<file path="src/rtl/vga_timing_gen.sv">
// VGA raster timing source: pixel clock, raster position, blanking and delayed syncs.
// The pixel clock is Clk/2; all raster state advances on the Clk edge where VGA_CLK is high.
module vga_timing_gen #(
   parameter int H_VISIBLE  = 640,
   parameter int H_FRONT    = 16,
   parameter int H_SYNC     = 96,
   parameter int H_BACK     = 48,
   parameter int V_VISIBLE  = 480,
   parameter int V_FRONT    = 10,
   parameter int V_SYNC     = 2,
   parameter int V_BACK     = 33,
   parameter int SYNC_DELAY = 1
) (
   input  logic       Clk,
   input  logic       Reset_n,
   output logic       VGA_CLK,
   output logic       VGA_BLANK_N,
   output logic       VGA_SYNC_N,
   output logic       VGA_HS,
   output logic       VGA_VS,
   output logic [9:0] DrawX,
   output logic [9:0] DrawY,
   output logic       frame_start
);

   localparam int H_TOTAL = H_VISIBLE + H_FRONT + H_SYNC + H_BACK;
   localparam int V_TOTAL = V_VISIBLE + V_FRONT + V_SYNC + V_BACK;

   generate
      if (H_TOTAL > 1024 || V_TOTAL > 1024 || SYNC_DELAY < 0 || SYNC_DELAY > 4) begin : g_bad_params
         $error("vga_timing_gen: totals must be <= 1024 and SYNC_DELAY in 0..4");
      end
   endgenerate

   // 11-bit bounds so an exclusive end of 1024 does not wrap to zero
   localparam logic [9:0]  H_LAST     = 10'(H_TOTAL - 1);
   localparam logic [9:0]  V_LAST     = 10'(V_TOTAL - 1);
   localparam logic [10:0] H_VIS      = 11'(H_VISIBLE);
   localparam logic [10:0] V_VIS      = 11'(V_VISIBLE);
   localparam logic [10:0] H_SYNC_BEG = 11'(H_VISIBLE + H_FRONT);
   localparam logic [10:0] H_SYNC_END = 11'(H_VISIBLE + H_FRONT + H_SYNC);
   localparam logic [10:0] V_SYNC_BEG = 11'(V_VISIBLE + V_FRONT);
   localparam logic [10:0] V_SYNC_END = 11'(V_VISIBLE + V_FRONT + V_SYNC);

   logic       r_vga_clk;
   logic [9:0] r_x;
   logic [9:0] r_y;
   logic       r_blank_n;
   logic       r_hs_raw;
   logic       r_vs_raw;
   logic       r_frame_start;

   logic        w_tick;
   logic        w_x_wrap;
   logic        w_y_wrap;
   logic [9:0]  w_x_next;
   logic [9:0]  w_y_next;
   logic [10:0] w_x_next_ext;
   logic [10:0] w_y_next_ext;
   logic        w_hs_low;
   logic        w_vs_low;

   assign w_tick       = r_vga_clk;
   assign w_x_wrap     = (r_x == H_LAST);
   assign w_y_wrap     = (r_y == V_LAST);
   assign w_x_next     = w_x_wrap ? 10'd0 : r_x + 10'd1;
   assign w_y_next     = w_x_wrap ? (w_y_wrap ? 10'd0 : r_y + 10'd1) : r_y;
   assign w_x_next_ext = {1'b0, w_x_next};
   assign w_y_next_ext = {1'b0, w_y_next};
   assign w_hs_low     = (w_x_next_ext >= H_SYNC_BEG) && (w_x_next_ext < H_SYNC_END);
   assign w_vs_low     = (w_y_next_ext >= V_SYNC_BEG) && (w_y_next_ext < V_SYNC_END);

   always_ff @(posedge Clk or negedge Reset_n) begin
      if (!Reset_n) begin
         r_vga_clk     <= 1'b0;
         r_x           <= 10'd0;
         r_y           <= 10'd0;
         r_blank_n     <= 1'b1;
         r_hs_raw      <= 1'b1;
         r_vs_raw      <= 1'b1;
         r_frame_start <= 1'b0;
      end else begin
         r_vga_clk     <= ~r_vga_clk;
         r_frame_start <= w_tick && w_x_wrap && w_y_wrap;
         if (w_tick) begin
            r_x       <= w_x_next;
            r_y       <= w_y_next;
            r_blank_n <= (w_x_next_ext < H_VIS) && (w_y_next_ext < V_VIS);
            r_hs_raw  <= ~w_hs_low;
            r_vs_raw  <= ~w_vs_low;
         end
      end
   end

   // Sync delay pipe matches the color mapper's registered RGB latency
   generate
      if (SYNC_DELAY == 0) begin : g_no_delay
         assign VGA_HS = r_hs_raw;
         assign VGA_VS = r_vs_raw;
      end else begin : g_delay
         logic [SYNC_DELAY-1:0] r_hs_pipe;
         logic [SYNC_DELAY-1:0] r_vs_pipe;
         logic [SYNC_DELAY:0]   w_hs_chain;
         logic [SYNC_DELAY:0]   w_vs_chain;

         assign w_hs_chain = {r_hs_pipe, r_hs_raw};
         assign w_vs_chain = {r_vs_pipe, r_vs_raw};

         always_ff @(posedge Clk or negedge Reset_n) begin
            if (!Reset_n) begin
               r_hs_pipe <= '1;
               r_vs_pipe <= '1;
            end else if (w_tick) begin
               r_hs_pipe <= w_hs_chain[SYNC_DELAY-1:0];
               r_vs_pipe <= w_vs_chain[SYNC_DELAY-1:0];
            end
         end

         assign VGA_HS = r_hs_pipe[SYNC_DELAY-1];
         assign VGA_VS = r_vs_pipe[SYNC_DELAY-1];
      end
   endgenerate

   assign VGA_CLK     = r_vga_clk;
   assign VGA_BLANK_N = r_blank_n;
   assign VGA_SYNC_N  = 1'b0;
   assign DrawX       = r_x;
   assign DrawY       = r_y;
   assign frame_start = r_frame_start;

endmodule
</file>
<file path="config.mk">
export PLATFORM = sky130hd
export DESIGN_NAME = vga_timing_gen
export DESIGN_NICKNAME = d
export VERILOG_FILES = /design/src/rtl/vga_timing_gen.sv
export SDC_FILE = /design/constraint.sdc
export NUM_CORES = 1
export LEC_CHECK = 0
export ABC_AREA = 0
export ABC_CLOCK_PERIOD_IN_PS = 3100
export CORE_UTILIZATION = 35
export CTS_BUF_LIST = sky130_fd_sc_hd__clkbuf_4 sky130_fd_sc_hd__clkbuf_8
export DETAILED_ROUTE_END_ITERATION = 16
export GPL_TIMING_DRIVEN = 0
export PLACE_DENSITY = 0.61
export REMOVE_ABC_BUFFERS = 1
export SYNTH_ARGS = -nofsm -noshare
export SYNTH_HDL_FRONTEND = slang
export SYNTH_SLANG_ARGS = --single-unit
</file>
<file path="constraint.sdc">
create_clock -name Clk -period 3.1 [get_ports Clk]
set_clock_uncertainty 0.1 [all_clocks]
set_input_delay 0.31 -clock Clk [delete_from_list [all_inputs] [get_ports Clk]]
set_output_delay 0.31 -clock Clk [all_outputs]
set_load 0.02 [all_outputs]
</file>
# Word-level counts from Yosys, hierarchy flattened
# Index checks and enable logic that the tools add are counted.
# Widths: inputs -> output; s select.
# op_classes
add_sub_neg	2
order_cmp	6
n_eq_ne	2
muxes	3
n_bitwise	3
reduce_logical	5
# ops
op	n
$mux 10	3
$add 10x1->10 const B	2
$eq 10x10->1 const B	2
$lt 10x10->1 const B	2
$lt 10x9->1 const B	2
$ge 10x10->1 const B	1
$ge 10x9->1 const B	1
$logic_and 1x1->1	5
$not 1->1	3
# totals
ff_bits	27
inputBits	2
out_inout_bits	26

# Depth between registers and ports, before layout
# depth
ltp_word	6
depth_mapped	9

# Worst setup path before layout
# No wires, ideal clock.
# synth_path
path_kind	register to register
from	register r_x[0] (netlist: DrawX[0])
to	register r_vs_raw
setup_ps	83
arrival_ps	2040
required_ps	2917
path_slack_ps	877
path_stages_with_launch	10
n_path_buf	2
synth_period_minus_slack_ps	2223
cell_sequence	dfrtp_1 -> ha_1 -> and4_1 -> buf_6 -> and3_1 -> buf_6 -> nand2_1 -> xor2_1 -> o211ai_1 -> o32a_1
# synth_via
elab_chain_len	5
# synth_lines
item	line	source
from (decl)	46	logic [9:0] r_x;
from (signal assigned)	86	r_x <= w_x_next;
$eq 10x10->1 (*)	64	assign w_x_wrap = (r_x == H_LAST);
$mux 10 (*)	67	assign w_y_next = w_x_wrap ? (w_y_wrap ? 10'd0 : r_y + 10'd1) : r_y;
$ge 10x9->1 or $lt 10x9->1 (tied branches)	71	assign w_vs_low = (w_y_next_ext >= V_SYNC_BEG) && (w_y_next_ext < V_SYNC_END);
$logic_and 1x1->1 (*)	71	
$not 1->1 (*)	90	r_vs_raw <= ~w_vs_low;
to (signal assigned)	90	
to (decl)	50	logic r_vs_raw;
# Every way passes the cells marked *; elsewhere a longest branch is shown, timed or not.
# A chain may end at the register's enable or synchronous reset.

# Worst setup path after layout
# Same ends and word-level chain as after synthesis.

==> impl_metrics.py <==
metrics = {
    "detailed_routing": {
        "vias": 1403,
        "drt_iter0_markers": 77,
        "drc_errors": 0,
        "viasPerCell": 5.46,
        "wl_per_cell_um": 14.2,
        "wl_um": 3660,
        "drt_pass1_iterations": 12,
        "ant_nets": 0,
    },
    "floorplanning": {
        "dieArea_um2": 5060,
        "coreArea_um2": 4470,
        "die_y_um": 71.2,
        "ios": 28,
        "start_util_pct": 37.4,
        "die_w_um": 71.2,
        "rows": 24,
    },
    "sta": {
        "fin_tns_setup_ns": 0,
        "period_share_pct": 83.2,
        "rsz0062_at_grt": "false",
        "holdWs_ns": 0.396,
        "hold_viol_final": 0,
        "setup_viol": 0,
        "finalMaxSlewViolations": 0,
        "max_slew.worst_pin.slew_ns": 0.857,
        "fin_ws_ns": 0.522,
        "fin_crit_ns": 2.58,
        "slew_headroom_pct": 42.9,
        "max_freq_mhz": 388,
    },
    "yosys": {
        "syn_inst": 186,
        "netlist_area_um2": 1670,
        "synthXorXnorAreaFrac_pct": 4.19,
        "synth_edf_count": 0,
        "synth_flop_cell": "dfrtp_1",
        "ys_ff_latch": 27,
        "yosysSeqAreaShare_pct": 40.7,
        "avgSynthCellArea_um2": 9.00,
        "ys_async_sr_fraction_pct": 100,
        "synthSimpleGateAreaFrac_pct": 26.0,
        "synth_compound_area_share_pct": 16.5,
        "yosys_warnings": 0,
        "synthAdderAreaFrac_pct": 2.99,
        "muxShareOfSynthArea_pct": 3.81,
        "yosysUniqueCellTypes": 45,
        "synth_top_family_by_area": "simple AND/OR/NAND/NOR gates",
    },
    "clock_network": {
        "cts_sinks": 27,
        "cts_tree": "built",
        "clockBufferDepth": 2,
        "root_buffer": "clkbuf_8",
        "clk_latency_ns": 0.27,
        "htree_levels": 1,
        "clkSlewWorstSetupHoldPaths_ns": 0.10,
        "numCtsBuffers": 3,
    },
    "placed_design": {
        "dpl.hpwl_um": 2630,
        "place.gp.congestion": 0.878,
        "place_ws_ns": 0.515,
        "io_buffers": 26,
    },
    "outcome": {
        "run_status": "completed",
    },
    "worst_setup_path": {
        "rr_startpoint": "DrawX[0]$_DFFE_PN0P_",
        "crit_type": "reg2reg",
        "crit_family": "compound AO/OA/AOI/OAI gates",
        "crit_slowest_cell": "and3_1",
        "startpoint": "DrawX[0]$_DFFE_PN0P_",
        "cp-start-kind": "flop",
        "critPathArrivalTime_ns": 2.68,
        "crit_top_cell": "o21ai_0",
        "end_kind": "flop",
        "path_cells": "ha_1 -> and4_1 -> and3_1 -> o21ai_0 -> o21ai_0 -> o211ai_1 -> o32a_1",
        "path_buf_inv": 0,
        "critPathMaxStageDelay_ns": 0.45,
        "worst-path-max-fanout": 10,
        "cp.required_ns": 3.21,
    },
    "global_routing": {
        "grt_pass1_vias": 1241,
        "gr-usage-all-layers_pct": 15.2,
        "grt_pass1_wl_um": 6130,
        "grt_overflow_total": 0,
        "grt_max_degree": 29,
        "antenna_found_initial": 0,
    },
    "flow_run": {
        "cap_violations": 0,
    },
    "min_path": {
        "worstHoldStart": "r_hs_raw$_DFFE_PN1P_",
        "hold_path_class": "reg2reg",
    },
    "finish": {
        "nFillCells": 451,
        "drive_above_1_share_pct": 8.78,
        "diodes": 0,
        "syn_to_final_growth_pct": 18.0,
        "final_net_count": 212,
        "final_core_utilization_pct": 44.2,
    },
    "power": {
        "ir_drop_uv": 194,
        "p_leak_nw": 0.752,
        "power.density_nw_per_um2": 289,
    },
}
-- cell usage after synthesis (5+ instances only) --
cell type,number,share of area (%)
o21ai_0,17,5.1
nand2_1,23,5.2
dfrtp_1,22,33
nor2_1,19,4.3
dfstp_2,5,7.8
a21oi_1,5,1.5
clkbuf_1,5,1.1
and3_1,5,1.9
nand4_1,5,1.9
nand3_1,7,2.1
-- per-stage QoR --
stage	instances	total power, mW	instance area, um2
floorplan	174	0.360	1600
global placement	252	0.369	1920
detailed placement	252	0.369	1920
CTS	256	0.581	1970
global route	257	0.601	1980
finish	257	0.571	1980
-- worst reg2reg max path, delay by kind of cell, from the launching register on --
family | cells | cell delay [ns]
AOI/OAI and AO/OA | 4 | 0.87
adders and majority gates | 1 | 0.26
DFF | 1 | 0.43
and+or+nand+nor | 2 | 0.85
-- area by class of cell --
cell class                      count  area, um2  area share, %
Clock buffer                        4       48.8           2.47
Multi-Input combinational cell    143        900           45.5
Tap cell                           52       65.1           3.29
Sequential cell                    27        682           34.5
Timing Repair Buffer               27        265           13.4
Inverter                            4       15.0          0.760
-- cell families (layout without fill, tap and decap cells) --
logic type / count (synthesis) / after routing
compound gates: 42 / 42
xor+xnor: 8 / 8
fa+ha+maj: 4 / 4
buf+inv: 16 / 35
flops: 27 / 27
mux: 6 / 6
other cells: 1 / 1
simple gates: 82 / 82
-- final timing paths --
check	to	depth (start not counted)	slack [ns]
worst max register to register	r_vs_raw$_DFFE_PN1P_	7	0.52
max in group asynchronous	DrawX[4]$_DFFE_PN0P_	2	2.00
worst min register to register	r_hs_raw$_DFFE_PN1P_	2	0.40
worst min-delay path	r_hs_raw$_DFFE_PN1P_	2	0.40
min in group asynchronous	DrawY[6]$_DFFE_PN0P_	2	0.49
worst max-delay path	r_vs_raw$_DFFE_PN1P_	7	0.52
-- cell usage in the layout (no fill, tap or decap), drive strengths merged, types with 5 or more instances in the layout --
| cell type | count |
|---|---|
| dfstp | 5 |
| and3 | 5 |
| clkdlybuf4s50 | 25 |
| a21oi | 5 |
| nand3 | 9 |
| nand4 | 5 |
| nor2 | 19 |
| nand2 | 23 |
| o21ai | 17 |
| dfrtp | 22 |
-- timing repair --
action,4_1_cts,5_1_grt
gates resized for setup,0,0
hold buffers,0,1
hold endpoints to repair,0,22
endpoints found under the setup margin,0,0
setup buffers,0,0
-- routing by layer --
layer  share of wire [%]  GRT usage, %  vias up
met1                  51          22.1      672
met2                  45          23.6       25
li1                    -             -      704
met5                   0             0        -
met3                 3.0          2.14        2
met4                0.93          4.00        0
-- where the power goes --
| part | switching (mW) | total (mW) | leakage, nW | internal, mW |
|---|---|---|---|---|
| logic | 0.00807 | 0.00934 | 0.380 | 0.00127 |
| clock network | 0.108 | 0.209 | 0.0262 | 0.101 |
| registers | 0 | 0.352 | 0.346 | 0.352 |
| total | 0.117 | 0.571 | 0.752 | 0.454 |
-- registers in the layout (all words and copies together), names as in the netlist --
| name | flops |
|---|---|
| r_vs_raw | 1 |
| r_hs_raw | 1 |
| VGA_HS | 1 |
| DrawX | 10 |
| frame_start | 1 |
| VGA_BLANK_N | 1 |
| DrawY | 10 |
| VGA_CLK | 1 |
| VGA_VS | 1 |
Power figures use the tool's default switching activity.
